===== src/rtl/stage5_lane_scheduler_pkg.sv =====
// Shared widths, NULL codes, FSM encodings and the lane record for the
// stage-5 lane scheduler.
package stage5_lane_scheduler_pkg;

    localparam int MSG_W   = 32;   // payload width per lane
    localparam int MUX_W   = 4;    // message mux-control width
    localparam int NT_W    = 4;    // N-type control width
    localparam int TIMEOUT = 16;   // idle cycles before a partial batch is flushed

    localparam logic [MUX_W-1:0] MESSAGE_MUX_NULL = 4'hF;
    localparam logic [MUX_W-1:0] MESSAGE_MUX_N    = 4'h1;
    localparam logic [NT_W-1:0]  N_TYPE_NULL      = 4'hF;
    localparam logic [NT_W-1:0]  N_TYPE_N         = 4'h2;

    localparam logic [1:0] SCH_IDLE  = 2'd0;
    localparam logic [1:0] SCH_FILL  = 2'd1;
    localparam logic [1:0] SCH_ISSUE = 2'd2;

    typedef struct packed {
        logic [MSG_W-1:0] msg;
        logic [MUX_W-1:0] mux;
        logic [NT_W-1:0]  nt;
    } lane_t;

    // Empty lane: zero payload and NULL codes so extractors emit their default.
    localparam lane_t NULL_LANE = '{msg: '0, mux: MESSAGE_MUX_NULL, nt: N_TYPE_NULL};

endpackage


===== src/rtl/stage5_lane_scheduler_if.sv =====
// Upstream valid/ready stream plus the 3-lane batch bus toward stage 5.
// master = producer/consumer side (bench), slave = scheduler.
interface stage5_lane_scheduler_if;
    import stage5_lane_scheduler_pkg::*;

    logic             in_valid;
    logic             in_ready;
    logic [MSG_W-1:0] in_message;
    logic [MUX_W-1:0] in_mux;
    logic [NT_W-1:0]  in_ntype;
    logic             in_last;
    logic             out_ready;
    logic             message_en;
    logic [MSG_W-1:0] message_1, message_2, message_3;
    logic [MUX_W-1:0] message_mux_control_m1, message_mux_control_m2, message_mux_control_m3;
    logic [NT_W-1:0]  N_type_control_m1, N_type_control_m2, N_type_control_m3;
    logic [1:0]       lane_fill;
    logic [15:0]      batch_cnt;

    modport master (
        output in_valid, in_message, in_mux, in_ntype, in_last, out_ready,
        input  in_ready, message_en, message_1, message_2, message_3,
               message_mux_control_m1, message_mux_control_m2, message_mux_control_m3,
               N_type_control_m1, N_type_control_m2, N_type_control_m3,
               lane_fill, batch_cnt
    );

    modport slave (
        input  in_valid, in_message, in_mux, in_ntype, in_last, out_ready,
        output in_ready, message_en, message_1, message_2, message_3,
               message_mux_control_m1, message_mux_control_m2, message_mux_control_m3,
               N_type_control_m1, N_type_control_m2, N_type_control_m3,
               lane_fill, batch_cnt
    );

endinterface


===== src/rtl/stage5_lane_reg.sv =====
// One batch lane: payload/mux/ntype register with load and clear to NULL.
module stage5_lane_reg
    import stage5_lane_scheduler_pkg::*;
(
    input  logic  clk,
    input  logic  rst,
    input  logic  load,
    input  logic  clr,
    input  lane_t d,
    output lane_t q
);

    // Clear wins over load; a cleared lane carries NULL codes.
    always_ff @(posedge clk) begin
        if (rst || clr)
            q <= NULL_LANE;
        else if (load)
            q <= d;
    end

endmodule


===== src/rtl/stage5_lane_scheduler.sv =====
// Packs the parsed-message stream into 3-lane batches for stage 5.
// Optional feature macro: BATCH_TIMEOUT_EN (flush a partial batch after
// TIMEOUT idle cycles in FILL). Default build waits for lane 3 or in_last.
module stage5_lane_scheduler
    import stage5_lane_scheduler_pkg::*;
(
    input logic                    clk,
    input logic                    rst,
    stage5_lane_scheduler_if.slave bus
);

    logic [1:0]  state, state_nx;
    logic [1:0]  fill;
    logic [15:0] batch_q;
    logic        hs, issue_done, to_hit;
    logic [2:0]  load;
    lane_t       din;
    lane_t       lq [3];

    // No accepts in the reset cycle or while a batch is on the bus.
    assign bus.in_ready = ~rst & (state != SCH_ISSUE);
    assign hs           = bus.in_valid & bus.in_ready;
    assign issue_done   = (state == SCH_ISSUE) & bus.out_ready;
    assign din          = '{msg: bus.in_message, mux: bus.in_mux, nt: bus.in_ntype};

`ifdef BATCH_TIMEOUT_EN
    logic [4:0] to_cnt;

    assign to_hit = (state == SCH_FILL) & ~hs & (to_cnt == 5'(TIMEOUT - 1));

    // Idle-cycle counter; only runs while a partial batch waits in FILL.
    always_ff @(posedge clk) begin
        if (rst || state != SCH_FILL || hs || to_hit)
            to_cnt <= '0;
        else
            to_cnt <= to_cnt + 5'd1;
    end
`else
    assign to_hit = 1'b0;
`endif

    // Next-state: IDLE -> FILL -> ISSUE -> IDLE, with in_last/full/timeout exits.
    always_comb begin
        state_nx = state;
        case (state)
            SCH_IDLE:  if (hs) state_nx = bus.in_last ? SCH_ISSUE : SCH_FILL;
            SCH_FILL: begin
                if (hs) state_nx = (fill == 2'd2 || bus.in_last) ? SCH_ISSUE : SCH_FILL;
                else if (to_hit) state_nx = SCH_ISSUE;
            end
            SCH_ISSUE: if (bus.out_ready) state_nx = SCH_IDLE;
            default:   state_nx = SCH_IDLE;
        endcase
    end

    // State, fill count and issued-batch counter.
    always_ff @(posedge clk) begin
        if (rst) begin
            state   <= SCH_IDLE;
            fill    <= '0;
            batch_q <= '0;
        end else begin
            state <= state_nx;
            if (issue_done) begin
                fill    <= '0;
                batch_q <= batch_q + 16'd1;
            end else if (hs) begin
                fill <= fill + 2'd1;
            end
        end
    end

    // The next free lane is the one indexed by the current fill count.
    genvar g;
    generate
        for (g = 0; g < 3; g++) begin : g_lane
            assign load[g] = hs & (fill == 2'(g));
            stage5_lane_reg u_lane (
                .clk (clk),
                .rst (rst),
                .load(load[g]),
                .clr (issue_done),
                .d   (din),
                .q   (lq[g])
            );
        end
    endgenerate

    assign bus.message_en             = (state == SCH_ISSUE);
    assign bus.lane_fill              = fill;
    assign bus.batch_cnt              = batch_q;
    assign bus.message_1              = lq[0].msg;
    assign bus.message_2              = lq[1].msg;
    assign bus.message_3              = lq[2].msg;
    assign bus.message_mux_control_m1 = lq[0].mux;
    assign bus.message_mux_control_m2 = lq[1].mux;
    assign bus.message_mux_control_m3 = lq[2].mux;
    assign bus.N_type_control_m1      = lq[0].nt;
    assign bus.N_type_control_m2      = lq[1].nt;
    assign bus.N_type_control_m3      = lq[2].nt;

endmodule

===== src/flat_wrapper.sv =====
// flat-port wrapper written by rule: the top's interface ports become plain ports
module stage5_lane_scheduler_flat import stage5_lane_scheduler_pkg::*;
  (clk, rst, bus_in_valid, bus_in_message, bus_in_mux, bus_in_ntype, bus_in_last, bus_out_ready, bus_in_ready, bus_message_en, bus_message_1, bus_message_2, bus_message_3, bus_message_mux_control_m1, bus_message_mux_control_m2, bus_message_mux_control_m3, bus_N_type_control_m1, bus_N_type_control_m2, bus_N_type_control_m3, bus_lane_fill, bus_batch_cnt);
  stage5_lane_scheduler_if bus_i ();
  input logic clk;
  input logic rst;
  input wire logic [$bits(bus_i.in_valid)-1:0] bus_in_valid;
  input wire logic [$bits(bus_i.in_message)-1:0] bus_in_message;
  input wire logic [$bits(bus_i.in_mux)-1:0] bus_in_mux;
  input wire logic [$bits(bus_i.in_ntype)-1:0] bus_in_ntype;
  input wire logic [$bits(bus_i.in_last)-1:0] bus_in_last;
  input wire logic [$bits(bus_i.out_ready)-1:0] bus_out_ready;
  output wire logic [$bits(bus_i.in_ready)-1:0] bus_in_ready;
  output wire logic [$bits(bus_i.message_en)-1:0] bus_message_en;
  output wire logic [$bits(bus_i.message_1)-1:0] bus_message_1;
  output wire logic [$bits(bus_i.message_2)-1:0] bus_message_2;
  output wire logic [$bits(bus_i.message_3)-1:0] bus_message_3;
  output wire logic [$bits(bus_i.message_mux_control_m1)-1:0] bus_message_mux_control_m1;
  output wire logic [$bits(bus_i.message_mux_control_m2)-1:0] bus_message_mux_control_m2;
  output wire logic [$bits(bus_i.message_mux_control_m3)-1:0] bus_message_mux_control_m3;
  output wire logic [$bits(bus_i.N_type_control_m1)-1:0] bus_N_type_control_m1;
  output wire logic [$bits(bus_i.N_type_control_m2)-1:0] bus_N_type_control_m2;
  output wire logic [$bits(bus_i.N_type_control_m3)-1:0] bus_N_type_control_m3;
  output wire logic [$bits(bus_i.lane_fill)-1:0] bus_lane_fill;
  output wire logic [$bits(bus_i.batch_cnt)-1:0] bus_batch_cnt;
  assign bus_i.in_valid = bus_in_valid;
  assign bus_i.in_message = bus_in_message;
  assign bus_i.in_mux = bus_in_mux;
  assign bus_i.in_ntype = bus_in_ntype;
  assign bus_i.in_last = bus_in_last;
  assign bus_i.out_ready = bus_out_ready;
  assign bus_in_ready = bus_i.in_ready;
  assign bus_message_en = bus_i.message_en;
  assign bus_message_1 = bus_i.message_1;
  assign bus_message_2 = bus_i.message_2;
  assign bus_message_3 = bus_i.message_3;
  assign bus_message_mux_control_m1 = bus_i.message_mux_control_m1;
  assign bus_message_mux_control_m2 = bus_i.message_mux_control_m2;
  assign bus_message_mux_control_m3 = bus_i.message_mux_control_m3;
  assign bus_N_type_control_m1 = bus_i.N_type_control_m1;
  assign bus_N_type_control_m2 = bus_i.N_type_control_m2;
  assign bus_N_type_control_m3 = bus_i.N_type_control_m3;
  assign bus_lane_fill = bus_i.lane_fill;
  assign bus_batch_cnt = bus_i.batch_cnt;
  stage5_lane_scheduler u_core (.clk(clk), .rst(rst), .bus(bus_i));
endmodule

===== config.mk =====
export PLATFORM = sky130hd
export DESIGN_NAME = stage5_lane_scheduler_flat
export DESIGN_NICKNAME = d
export VERILOG_FILES = /design/src/rtl/stage5_lane_scheduler_pkg.sv /design/src/rtl/stage5_lane_scheduler_if.sv /design/src/rtl/stage5_lane_reg.sv /design/src/rtl/stage5_lane_scheduler.sv /design/src/flat_wrapper.sv
export SDC_FILE = /design/constraint.sdc
export NUM_CORES = 1
export LEC_CHECK = 0
export CORE_MARGIN = 1.5
export CORE_UTILIZATION = 25
export CTS_BUF_LIST = sky130_fd_sc_hd__clkbuf_2
export CTS_CLUSTER_DIAMETER = 100
export DETAILED_ROUTE_END_ITERATION = 16
export HOLD_SLACK_MARGIN = 0.06
export PLACE_DENSITY = 0.49
export SLEW_MARGIN = 20
export SYNTH_ARGS = -nofsm -noshare
export SYNTH_HDL_FRONTEND = slang
export SYNTH_HIERARCHICAL = 1
export SYNTH_SLANG_ARGS = --single-unit

===== constraint.sdc =====
create_clock -name clk -period 2.3 [get_ports clk]
set_clock_uncertainty 0.1 [all_clocks]
set_input_delay 0.575 -clock clk [delete_from_list [all_inputs] [get_ports clk]]
set_output_delay 0.575 -clock clk [all_outputs]
set_load 0.1 [all_outputs]

# After elaboration in Yosys (flattened, before gate mapping)
# Index checks and enable logic that the tools add are counted.
[totals] regBits=140 out_inout_bits=140
[classes] reduce_logical=6 eq_ne=8 addsub=2 bitwise_logic=7 mux=6
[ops] cell="adder 16 x 1 -> 16 bit, second input constant" n=1
[ops] cell="2-to-1 mux 2 bit" n=5
[ops] cell="bitwise AND 1 bit" n=6
[ops] cell="case mux 2 bit (3 select lines)" n=1
[ops] cell="== test 2 x 1 -> 1 bit, second input constant" n=2
[ops] cell="== test 2 bit, second input constant" n=2
[ops] cell="logical NOT 2 bit" n=2
[ops] cell="inequality test 2 x 1 -> 1 bit, second input constant" n=2
[ops] cell="inequality test 2 bit, second input constant" n=2
[ops] cell="AND reduction 3 bit" n=1
[ops] cell="adder 2 x 1 -> 2 bit, second input constant" n=1
[ops] cell="logical OR 1 bit" n=2
[ops] cell="OR reduction 2 bit" n=1
[ops] cell="NOT 1 bit" n=1

# Logic depth before layout (Yosys ltp)
# Gate-level depths: netlist of run 1.
[depth] word_depth=5 depth_mapped=7

# Cells and area by module
# The synthesis of run 1 kept the hierarchy.
[modules_own_cells] mod="stage5_lane_reg" cells_each=131 seq_area_each_um2=800.8 n_inst=3 area_per_inst_um2=1445.1
[modules_own_cells] mod="stage5_lane_scheduler" cells_each=112 seq_area_each_um2=400.4 n_inst=1 area_per_inst_um2=980.9

# Least setup slack after synthesis of run 1
# No wires, ideal clock.
[synth_timing] kind="register to output" start="register u_core.state[1]" end="output bus_in_ready" path_stages_with_launch=3 arrival_ns=2.871 path_buffers=0 slack_ns=-1.246 cell_sequence="dfxtp_1 nor2b_1 nor2_1"
[synth_via] elab_chain_len=2
[synth_lines] element="start: declaration" line_no="stage5_lane_scheduler.sv:12" text="logic [1:0] state, state_nx;"
[synth_lines] element="start signal: assignment" line_no="stage5_lane_scheduler.sv:63" text="state <= state_nx;"
[synth_lines] element="inequality test 2 bit" line_no="stage5_lane_scheduler.sv:21" text="assign bus.in_ready = ~rst & (state != SCH_ISSUE);"
[synth_lines] element="bitwise AND 1 bit" line_no="stage5_lane_scheduler.sv:21"
[synth_lines] element="end: declaration" line_no="flat_wrapper.sv:13" text="output wire logic [$bits(bus_i.in_ready)-1:0] bus_in_ready;"
# Every way passes these cells.

# Final worst setup path of run 1
[layout_timing] start="register u_core.state[0]" end="output bus_in_ready"
# The elaborated chain is that of the path after synthesis.

==> metrics.yaml, run 1 <==
floorplan:
  die_h_um: 149
  initial_core_util: 0.254
  coreArea_um2: 21000
  die_w_um: 149
  io_pins: 185
  rows: 53
  dieArea_um2: 22100
synthesis:
  synth_seq_area_share: 0.527
  yosys.area.top_type: "dfxtp_1"
  synth-seq-cells: 140
  yosys.area.top_type_share: 0.527
  netlist_instances: 505
  ys_warn_count: 6
  avgSynthCellArea_um2: 10.5
  synth_cell_type_count: 35
  syn-cell-area_um2: 5320
  syn_nets: 554
  synthTopCellsByArea: "dfxtp_1 53%, mux2i_1 23%, nor2_1 8.3%"
  synthFlopType: "dfxtp_1"
  async_flop_share: 0
  synth_edf_count: 0
detailed_routing:
  vias: 4181
  viasPerCell: 4.22
  wl_per_cell_um: 14.8
  first_iter_violations: 167
  drc: 0
  wl_um: 14600
  first_pass_iters: 5
  ant_nets: 0
run:
  cap_violations: 0
cts:
  htree_levels: 4
  cts_buffers: 17
  clockBufferDepth: 2
  clock-root-buffer: "clkbuf_2"
  cts.sinks: 140
  insertion_delay_ps: 690
  clkSlewWorstSetupHoldPaths_ps: 230
  cts_tree: "yes"
worst_hold_path:
  hp-class: "register to register"
cells_and_area:
  layout.nets: 750
  seq_area_um2: 2810
  fill_cells: 2149
  drive_gt1_frac: 0.291
  multiInputGateArea_um2: 2250
  final_cells: 990
  area_delta_synth_final_pct: 41.4
global_route:
  grt_max_degree: 33
  antenna_found_initial: 1
  grt_pass1_vias: 4063
  grt_overflow: 0
  grt_util_all_layers: 0.133
  grt_first_pass_wirelength_um: 22400
place:
  placed_cells: 954
  numPortBuffers: 184
  dp_hpwl_um: 10500
  gp_congestion: 0.765
timing:
  rsz0062_at_grt: "true"
  hold_viol: 0
  worst_pin_slew_ps: 438
  finalSetupViolCount: 0
  fin_tns_setup_ps: 0
  final.min_clock_period_ps: 2230
  fin_crit_sh: 0.968
  slew_viol_final: 0
  max_slew_margin: 0.708
  fmax_mhz: 449
power_and_ir_drop:
  pwr_density_cell_nw_per_um2: 647
  cellLeakagePower_nw: 2.98
  ir_drop_mv: 0.281
worst_setup_path:
  worst-path-max-fanout: 4
  path_class: "register to output port"
  startpoint_type: "register"
  required_ps: 1620
  arrival_ps: 1550
  endpoint_kind: "output port"
outcome:
  status: "complete, no violations"
==> metrics by stage <==
step / hold slack [ps] / power (mW) / instance area (um2) / setup WS, ps / util
detailed placement: 362 / 3.50 / 7240 / -91.0 / 0.345
finish: 403 / 4.86 / 7510 / 73.1 / 0.359
global placement: 353 / 3.49 / 7240 / -22.9 / 0.345
global route: 308 / 5.12 / 7510 / -63.6 / 0.359
floorplan: 373 / 3.22 / 5330 / 6.90 / -
CTS: 331 / 4.95 / 7490 / -53.0 / 0.358
==> worst max-delay path: stages, from the launching register on <==
cell	delay, ps
dfxtp_4	400
nor2b_4	230
nor2_4	60
buf_12	160
==> cell type report <==
cell class / instances / area share
tap: 275 / 0.0458
inverter: 5 / 0.00250
antenna: 1 / 0.000333
sequential: 140 / 0.374
multi-input combinational: 329 / 0.299
timing repair buffer: 208 / 0.248
clock buffer: 17 / 0.0113
clock inverter: 15 / 0.0193
==> power by group <==
group | internal (mW) | switching [mW]
Clock | 0.493 | 0.921
Sequential | 2.49 | 0.0359
Combinational | 0.276 | 0.648
Total | 3.26 | 1.60
==> synthesized netlist by cell type (2+ instances only) <==
library cell and n:
buf_6 15, buf_4 9, and2_1 3, mux2_2 3
nor2b_1 5, nand2_1 27, buf_2 4, nand4_1 7
inv_1 5, nand3_1 5, clkbuf_1 2, dfxtp_1 140
or2_1 3, nor3_1 5, a21oi_1 3, xor2_1 6
nor2_1 117, xnor2_1 5, mux2i_1 122, ha_1 4
==> routing by layer <==
metal | share of wire | vias to the layer above | global-route usage | wire length, um
li1 | - | 2074 | - | -
met1 | 0.45 | 1963 | 0.164 | 6570
met2 | 0.47 | 132 | 0.215 | 6890
met3 | 0.066 | 12 | 0.0425 | 967
met4 | 0.014 | 0 | 0.0540 | 201
met5 | 0 | - | 0 | 0
==> cells in the final DEF, fill, tap and decap left out, drive strengths merged <==
master / instances
a21o: 1
a21oi: 3
a22oi: 1
and2: 3
and3: 2
and3b: 1
and4: 1
and4b: 1
buf: 164
bufinv: 2
clkbuf: 17
clkdlybuf4s50: 44
clkinv: 7
clkinvlp: 3
dfxtp: 140
diode: 1
ha: 4
inv: 8
mux2: 3
mux2i: 122
nand2: 27
nand3: 5
nand4: 7
nand4b: 1
nor2: 118
nor2b: 5
nor3: 5
nor3b: 1
nor4: 1
o21ai: 1
or2: 4
or3: 1
xnor2: 5
xor2: 6
==> worst paths after layout <==
path                                                    from                       endpoint  slack [ps]  cells past startpoint
worst max-delay path                         u_core/state[0]                   bus_in_ready          70                      3
worst min-delay path            u_core/g_lane[2].u_lane/q[0]   u_core/g_lane[2].u_lane/q[0]         400                      2
worst min register to register  u_core/g_lane[2].u_lane/q[0]   u_core/g_lane[2].u_lane/q[0]         400                      2
worst max register to register               u_core/state[1]  u_core/g_lane[1].u_lane/q[19]         380                      7
==> kinds of logic (layout without fill, tap and decap cells) <==
group           after synthesis  in the layout  synth area share
compound gates                6              6           0.00659
xor+xnor                     11             11            0.0181
fa+ha+maj                     4              4           0.00941
buf+inv                      36            245            0.0539
flops                       140            140             0.527
mux                         125            125             0.236
other cells                   0              1                 0
simple gates                183            183             0.149
==> flip-flops by register name (all words and copies together), names as in the netlist <==
signal                  cells
u_core/bus.lane_fill        2
u_core/bus.batch_cnt       16
u_core/g_lane.u_lane/q    120
u_core/state                2
==> timing repair <==
item                                    CTS  global route
endpoints found under the setup margin    3             6
hold buffers                              0             0
resized for setup                         5             4
buffers inserted                          2             1
Note: power is estimated with default switching activity, not from simulation.
==> run 2, diff against run 1 <==
--- a/config.mk
+++ b/config.mk
@@ -12,7 +12,6 @@
 export DETAILED_ROUTE_END_ITERATION = 16
 export HOLD_SLACK_MARGIN = 0.06
 export PLACE_DENSITY = 0.49
-export SLEW_MARGIN = 20
 export SYNTH_ARGS = -nofsm -noshare
 export SYNTH_HDL_FRONTEND = slang
 export SYNTH_HIERARCHICAL = 1
==> results of run 2 <==
The final DEF is identical to that of run 1; final timing and power are the same.
